## config.mk

```make
export PLATFORM = sky130hd
export DESIGN_NAME = regfile_wb_arbiter
export DESIGN_NICKNAME = d
export VERILOG_FILES = /design/src/rtl/regfile_wb_pkg.sv /design/src/rtl/regfile_wb_arbiter_rr_arbiter.sv /design/src/rtl/regfile_wb_arbiter.sv
export SDC_FILE = /design/constraint.sdc
export NUM_CORES = 1
export LEC_CHECK = 0
export BUFFER_PORTS_ARGS = -buffer_cell sky130_fd_sc_hd__buf_2
export CORE_AREA = 2 2 87 89
export DETAILED_ROUTE_END_ITERATION = 8
export DIE_AREA = 0 0 89 91
export GPL_TIMING_DRIVEN = 0
export HOLD_SLACK_MARGIN = 0.06
export PLACE_DENSITY = 0.7
export SLEW_MARGIN = 30
export SYNTH_ARGS = -nofsm -noshare
export SYNTH_HDL_FRONTEND = slang
export SYNTH_HIERARCHICAL = 1
export SYNTH_SLANG_ARGS = --single-unit
export TNS_END_PERCENT = 30
```

## constraint.sdc

```tcl
create_clock -name clk -period 1.75 [get_ports clk]
set_clock_uncertainty 0.1 [all_clocks]
set_input_delay 0.2625 -clock clk [delete_from_list [all_inputs] [get_ports clk]]
set_output_delay 0.2625 -clock clk [all_outputs]
set_load 0.01 [all_outputs]
```

## src/rtl/regfile_wb_pkg.sv

```systemverilog
// rtl/regfile_wb_pkg.sv - shared constants, index type and bus-slice helper for the writeback arbiter
package regfile_wb_pkg;

   localparam logic [4:0] REG_ZERO        = 5'd0;
   localparam int         DEFAULT_DATA_W  = 32;
   localparam int         DEFAULT_ADDR_W  = 5;
   localparam int         DEFAULT_NUM_REQ = 3;

   // Widest slice and widest flattened bus the slice helper can take.
   localparam int SLICE_MAX = 64;
   localparam int BUS_MAX   = 512;

   typedef logic [$clog2(DEFAULT_NUM_REQ)-1:0] reqIdx_t;

   function automatic logic [SLICE_MAX-1:0] getSlice(input logic [BUS_MAX-1:0] bus,
                                                    input int unsigned idx,
                                                    input int unsigned width);
      logic [SLICE_MAX-1:0] mask;
      mask = (width >= SLICE_MAX) ? '1 : ((SLICE_MAX'(1) << width) - SLICE_MAX'(1));
      return SLICE_MAX'(bus >> (idx * width)) & mask;
   endfunction

endpackage

```

## src/rtl/regfile_wb_arbiter_rr_arbiter.sv

```systemverilog
// rtl/regfile_wb_arbiter_rr_arbiter.sv - masked round-robin grant starting at ptr, wrapping upward
module rr_arbiter
   import regfile_wb_pkg::*;
#(
   parameter int NUM_REQ = DEFAULT_NUM_REQ,
   parameter int IDX_W   = 2
) (
   input  logic [NUM_REQ-1:0] req,
   input  logic [IDX_W-1:0]   ptr,
   output logic [NUM_REQ-1:0] grant,
   output logic [IDX_W-1:0]   grantIdx
);

   logic [NUM_REQ-1:0] upperMask;
   logic [NUM_REQ-1:0] maskedReq;

   // Requests at or above ptr take precedence; otherwise wrap to the lowest request.
   always_comb begin
      logic found;
      upperMask = '0;
      grant     = '0;
      grantIdx  = '0;
      found     = 1'b0;
      for (int i = 0; i < NUM_REQ; i++) begin
         upperMask[i] = (IDX_W'(i) >= ptr);
      end
      maskedReq = req & upperMask;
      for (int i = 0; i < NUM_REQ; i++) begin
         if (!found && maskedReq[i]) begin
            found    = 1'b1;
            grant[i] = 1'b1;
            grantIdx = IDX_W'(i);
         end
      end
      for (int i = 0; i < NUM_REQ; i++) begin
         if (!found && req[i]) begin
            found    = 1'b1;
            grant[i] = 1'b1;
            grantIdx = IDX_W'(i);
         end
      end
   end

endmodule

```

## src/rtl/regfile_wb_arbiter.sv

```systemverilog
// rtl/regfile_wb_arbiter.sv - round-robin arbiter sharing the register-file write port
// Optional age-based override enabled by defining WBARB_AGE_EN.
module regfile_wb_arbiter
   import regfile_wb_pkg::*;
#(
   parameter int NUM_REQ  = DEFAULT_NUM_REQ,
   parameter int DATA_W   = DEFAULT_DATA_W,
   parameter int ADDR_W   = DEFAULT_ADDR_W,
   parameter int MAX_WAIT = 7
) (
   input  logic                      clk,
   input  logic                      rst,
   input  logic [NUM_REQ-1:0]        req_valid,
   output logic [NUM_REQ-1:0]        req_ready,
   input  logic [NUM_REQ*ADDR_W-1:0] req_reg,
   input  logic [NUM_REQ*DATA_W-1:0] req_data,
   output logic                      WB,
   output logic [ADDR_W-1:0]         writeReg,
   output logic [DATA_W-1:0]         writeData,
   output logic [NUM_REQ-1:0]        wb_stall
);

   localparam int IDX_W = (NUM_REQ > 1) ? $clog2(NUM_REQ) : 1;

   if (NUM_REQ < 2 || NUM_REQ > 8 || MAX_WAIT < 1 || DATA_W > SLICE_MAX) begin : gBadParam
      $error("regfile_wb_arbiter: unsupported parameter combination");
   end

   logic [IDX_W-1:0]   ptr;
   logic [IDX_W-1:0]   rrIdx;
   logic [IDX_W-1:0]   selIdx;
   logic [NUM_REQ-1:0] rrGrant;
   logic [NUM_REQ-1:0] selGrant;
   logic               transfer;
   logic [ADDR_W-1:0]  selReg;
   logic [DATA_W-1:0]  selData;

   rr_arbiter #(
      .NUM_REQ (NUM_REQ),
      .IDX_W   (IDX_W)
   ) uRrArbiter (
      .req      (req_valid),
      .ptr      (ptr),
      .grant    (rrGrant),
      .grantIdx (rrIdx)
   );

`ifdef WBARB_AGE_EN
   localparam int               AGE_W   = $clog2(MAX_WAIT + 1);
   localparam logic [AGE_W-1:0] AGE_MAX = AGE_W'(MAX_WAIT);

   logic [AGE_W-1:0] age [NUM_REQ];

   // A requester that has waited MAX_WAIT cycles wins outright; lowest index breaks ties.
   always_comb begin
      logic             agedFound;
      logic [IDX_W-1:0] agedIdx;
      agedFound = 1'b0;
      agedIdx   = '0;
      selGrant  = rrGrant;
      selIdx    = rrIdx;
      for (int i = 0; i < NUM_REQ; i++) begin
         if (!agedFound && req_valid[i] && age[i] == AGE_MAX) begin
            agedFound = 1'b1;
            agedIdx   = IDX_W'(i);
         end
      end
      if (agedFound) begin
         selGrant          = '0;
         selGrant[agedIdx] = 1'b1;
         selIdx            = agedIdx;
      end
   end

   always_ff @(posedge clk) begin
      for (int i = 0; i < NUM_REQ; i++) begin
         if (rst || !req_valid[i] || req_ready[i]) begin
            age[i] <= '0;
         end else if (age[i] != AGE_MAX) begin
            age[i] <= age[i] + AGE_W'(1);
         end
      end
   end
`else
   assign selGrant = rrGrant;
   assign selIdx   = rrIdx;
`endif

   assign req_ready = rst ? '0 : selGrant;
   assign transfer  = |(req_valid & req_ready);
   assign wb_stall  = req_valid & ~req_ready;

   assign selReg  = ADDR_W'(getSlice(BUS_MAX'(req_reg), 32'(selIdx), ADDR_W));
   assign selData = DATA_W'(getSlice(BUS_MAX'(req_data), 32'(selIdx), DATA_W));

   always_ff @(posedge clk) begin
      if (rst) begin
         ptr <= '0;
      end else if (transfer) begin
         ptr <= (selIdx == IDX_W'(NUM_REQ - 1)) ? '0 : selIdx + IDX_W'(1);
      end
   end

   // Register-0 transfers are consumed but never raise the write enable.
   always_ff @(posedge clk) begin
      if (rst) begin
         WB        <= 1'b0;
         writeReg  <= '0;
         writeData <= '0;
      end else if (transfer) begin
         WB        <= (selReg != ADDR_W'(REG_ZERO));
         writeReg  <= selReg;
         writeData <= selData;
      end else begin
         WB <= 1'b0;
      end
   end

endmodule

```

==> results by group <==
Status
  • Status: finished, violations left
  • Failing checks: negative setup slack

Placement
  • # port buffers: 158
  • Pre-CTS WS: -0.532 ns
  • Final HPWL DP: 5.73 mm
  • Routability cong.: 0.788
  • Placed cells: 533

Global route
  • Largest net degree at the start of global routing: 12
  • First-pass GRT wire length: 11.4 mm
  • Initial antenna violation count: 0
  • Vias in the first global route: 2498
  • Congestion Overflow GR: 0
  • Global Route Usage Sum: 17.7%

Synthesis
  • Unique cell type count in the Yosys netlist: 23
  • Synth Instances: 276
  • Synth Area per Inst: 8.89 µm²
  • Synthesized area: 0.00245 mm²
  • Number of synthesized flops with an enable pin: 0
  • Syn. warnings: 6
  • Top-area cell type share of the netlist area: 32.7%
  • Synth Register Bits: 40
  • Seq/Total Area, Yosys: 32.7%
  • Synth top area cells: dfxtp_1 33%, mux2i_1 18%, a211oi_2 17%
  • Primary FF master, synth: dfxtp_1
  • FFs w/ async S/R, synth: 0%
  • Area leader, netlist: dfxtp_1
  • Syn nets: 392

Layout
  • Antenna diode count: 0
  • Area taken by multi-input logic gates: 0.00165 mm²
  • Final Util: 52.6%
  • Layout cells sized above 1: 61.5%
  • Fillers: 732
  • # nets final: 564
  • Reg area: 808 µm²
  • Synth-to-layout area growth: 53.1%
  • Fin cells: 548

Floorplan
  • Core area: 0.00714 mm²
  • I/O Pins: 160
  • Die span in y: 91 µm
  • Die W: 89 µm
  • Initial Util: 34.4%
  • Die area: 0.00810 mm²
  • Row cnt: 31

Timing
  • Number of setup violations in the final report: 43
  • Fmax: 507 MHz
  • Hold slack: 0.168 ns
  • Slew headroom: 50.3%
  • Final Hold Viols: 0
  • Fin crit period: 1.97 ns
  • Final worst slack: -0.222 ns
  • Worst-Margin Slew: 0.745 ns
  • Period utilization: 113%
  • Unrepaired setup endpoints after global routing: true
  • Max Slew Vio Count: 0

Critical path
  • CP endpoint kind: register
  • Worst r2r src: ptr[0]
  • Crit Path Class: reg -> reg
  • CP required: 1.80 ns
  • CP arrival: 2.02 ns
  • R2R depth: 8
  • RR Endpoint: writeReg[3]
  • Worst Path Max Fanout: 10
  • WP buf/inv: 2
  • Family with the most delay on the worst path: compound AO/OA/AOI/OAI gates
  • Critical Path, Cell by Cell: nor3b_4, o31a_1, and3b_1, a211o_1, buf_6, buf_8, mux2i_1, nor2_1
  • Max incr delay on CP: 0.37 ns
  • Slowest-stage cell, CP: dfxtp_4
  • Reg2Reg Setup Slack: -0.22 ns
  • Setup crit start kind: register
  • Crit path depth: 8

Route
  • Residual DRC: 0
  • Final ANT Viol Nets: 0
  • Vias per inst: 4.82
  • Total wire length: 7.76 mm
  • Routed vias: 2642
  • DR pass1 iterations: 4
  • Detailed Route Iter0 Violations: 54
  • WL/cell: 14.2 µm

Power
  • Combinational power share: 36.8%
  • P_sw: 0.000864 W
  • Design Power: 0.00265 W
  • P_int: 0.00179 W
  • Clock power frac: 23.6%
  • Seq pwr share: 39.6%
  • Sw frac: 32.6%
  • Leak: 1.70 nW
  • Pwr dens: 706 mW/mm²
  • Peak supply drop: 0.493 mV

Min path
  • Hold Crit Depth: 3
  • Worst min-delay path startpoint: req_reg[9]
  • Hold crit path type: in -> reg
  • Hold EP: WB

Clock tree
  • Hold buffers post-CTS: 0
  • Clock-pin slew on the worst setup and hold paths: 0.07 ns
  • Worst-Skew Late Latency: 0.28 ns
  • Num Clock Sinks: 40
  • Htree depth: 2
  • Clk buf depth: 2
  • Clock Root Buffer: clkbuf_8
  • TritonCTS buffer count: 5
  • CTS tree: yes

Job
  • Total of max-cap violations: 0
-- layout by cell type (no fill, tap or decap), types with 3 or more instances in the layout --
master	netlist	layout
a21oi_2	0	8
nor2_2	0	27
clkbuf_1	8	6
buf_4	4	9
dfxtp_1	40	38
buf_6	5	10
mux2i_1	43	38
nor2_1	75	48
clkbuf_8	0	6
nor2b_1	7	4
a211oi_2	33	33
mux2i_2	0	5
buf_2	6	160
nor2b_2	1	3
a21oi_1	34	26
-- flip-flops by register name (all words and copies together), names as in the netlist --
| register | flops |
|---|---|
| WB | 1 |
| writeReg | 5 |
| ptr | 2 |
| writeData | 32 |
-- per-layer routing --
| layer | up-vias | GRT usage (%) | wire (µm) |
|---|---|---|---|
| li1 | 1324 | - | - |
| met1 | 1211 | 22.0 | 3250 |
| met2 | 97 | 30.0 | 3830 |
| met3 | 10 | 3.36 | 519 |
| met4 | 0 | 6.34 | 161 |
| met5 | - | 0 | 0 |
-- cells by family after synthesis --
family	count (synthesis)	synth area share (%)
DFF	40	32.7
muxes	43	17.6
and+or+nand+nor	90	15.7
buffers and inverters	25	6.28
AOI/OAI and AO/OA	78	27.9
-- metrics by stage --
stage,setup TNS [ns],cell area [µm²]
after global routing,-11.64,3750
after detailed placement,-13.80,3470
final,-7.71,3750
after floorplan,-2.05,2550
after CTS,-7.59,3620
after global placement,-13.36,3470
-- cell usage after synthesis (2+ instances only) --
master and n:
and3b_1 2, buf_4 4, a211oi_2 33, buf_1 2, buf_2 6, o2bb2ai_1 4, nor2b_1 7, a21oi_1 34
clkbuf_1 8, o31a_1 2, o211a_1 2, nor2_1 75, mux2i_1 43, dfxtp_1 40, nand2_1 2, buf_6 5
-- timing repair --
item                       in CTS  in global routing
resized for setup              12                 31
pin swaps                       1                  6
setup endpoints to repair      43                 45
setup buffers                   4                  1
gates cloned                    0                  2
-- area by class of cell --
type | instances | area share [%]
multi-input combinational | 211 | 44.0
timing repair buffer | 165 | 22.7
sequential | 40 | 21.5
buffer | 25 | 6.10
tap | 99 | 3.30
clock buffer | 8 | 2.40
-- power groups by stage --
stage	clock [W]	sequential, W	combinational, W
5_1_grt	0.000687	0.00106	0.00107
3_3_place_gp	0	0.00107	0.000889
6_report	0.000624	0.00105	0.000976
2_1_floorplan	0	0.00111	0.000543
4_1_cts	0.000649	0.00105	0.000929
3_5_place_dp	0	0.00107	0.000907
-- worst min-delay path: stages --
cell and delay, ns:
buf_2 0.09, a21oi_2 0.06, a21boi_1 0.11
-- worst max-delay path by stage --
stage	slack [ns]	endpoint	start
5_1_grt	-0.33	writeReg[2]	ptr[0]
2_1_floorplan	-0.08	ptr[0]	ptr[0]
6_report	-0.22	writeReg[3]	ptr[0]
3_3_place_gp	-0.52	writeData[2]	req_valid[2]
3_5_place_dp	-0.53	writeData[30]	req_valid[2]
4_1_cts	-0.23	writeReg[3]	ptr[0]
No activity file was read; power rests on OpenSTA's default activity.
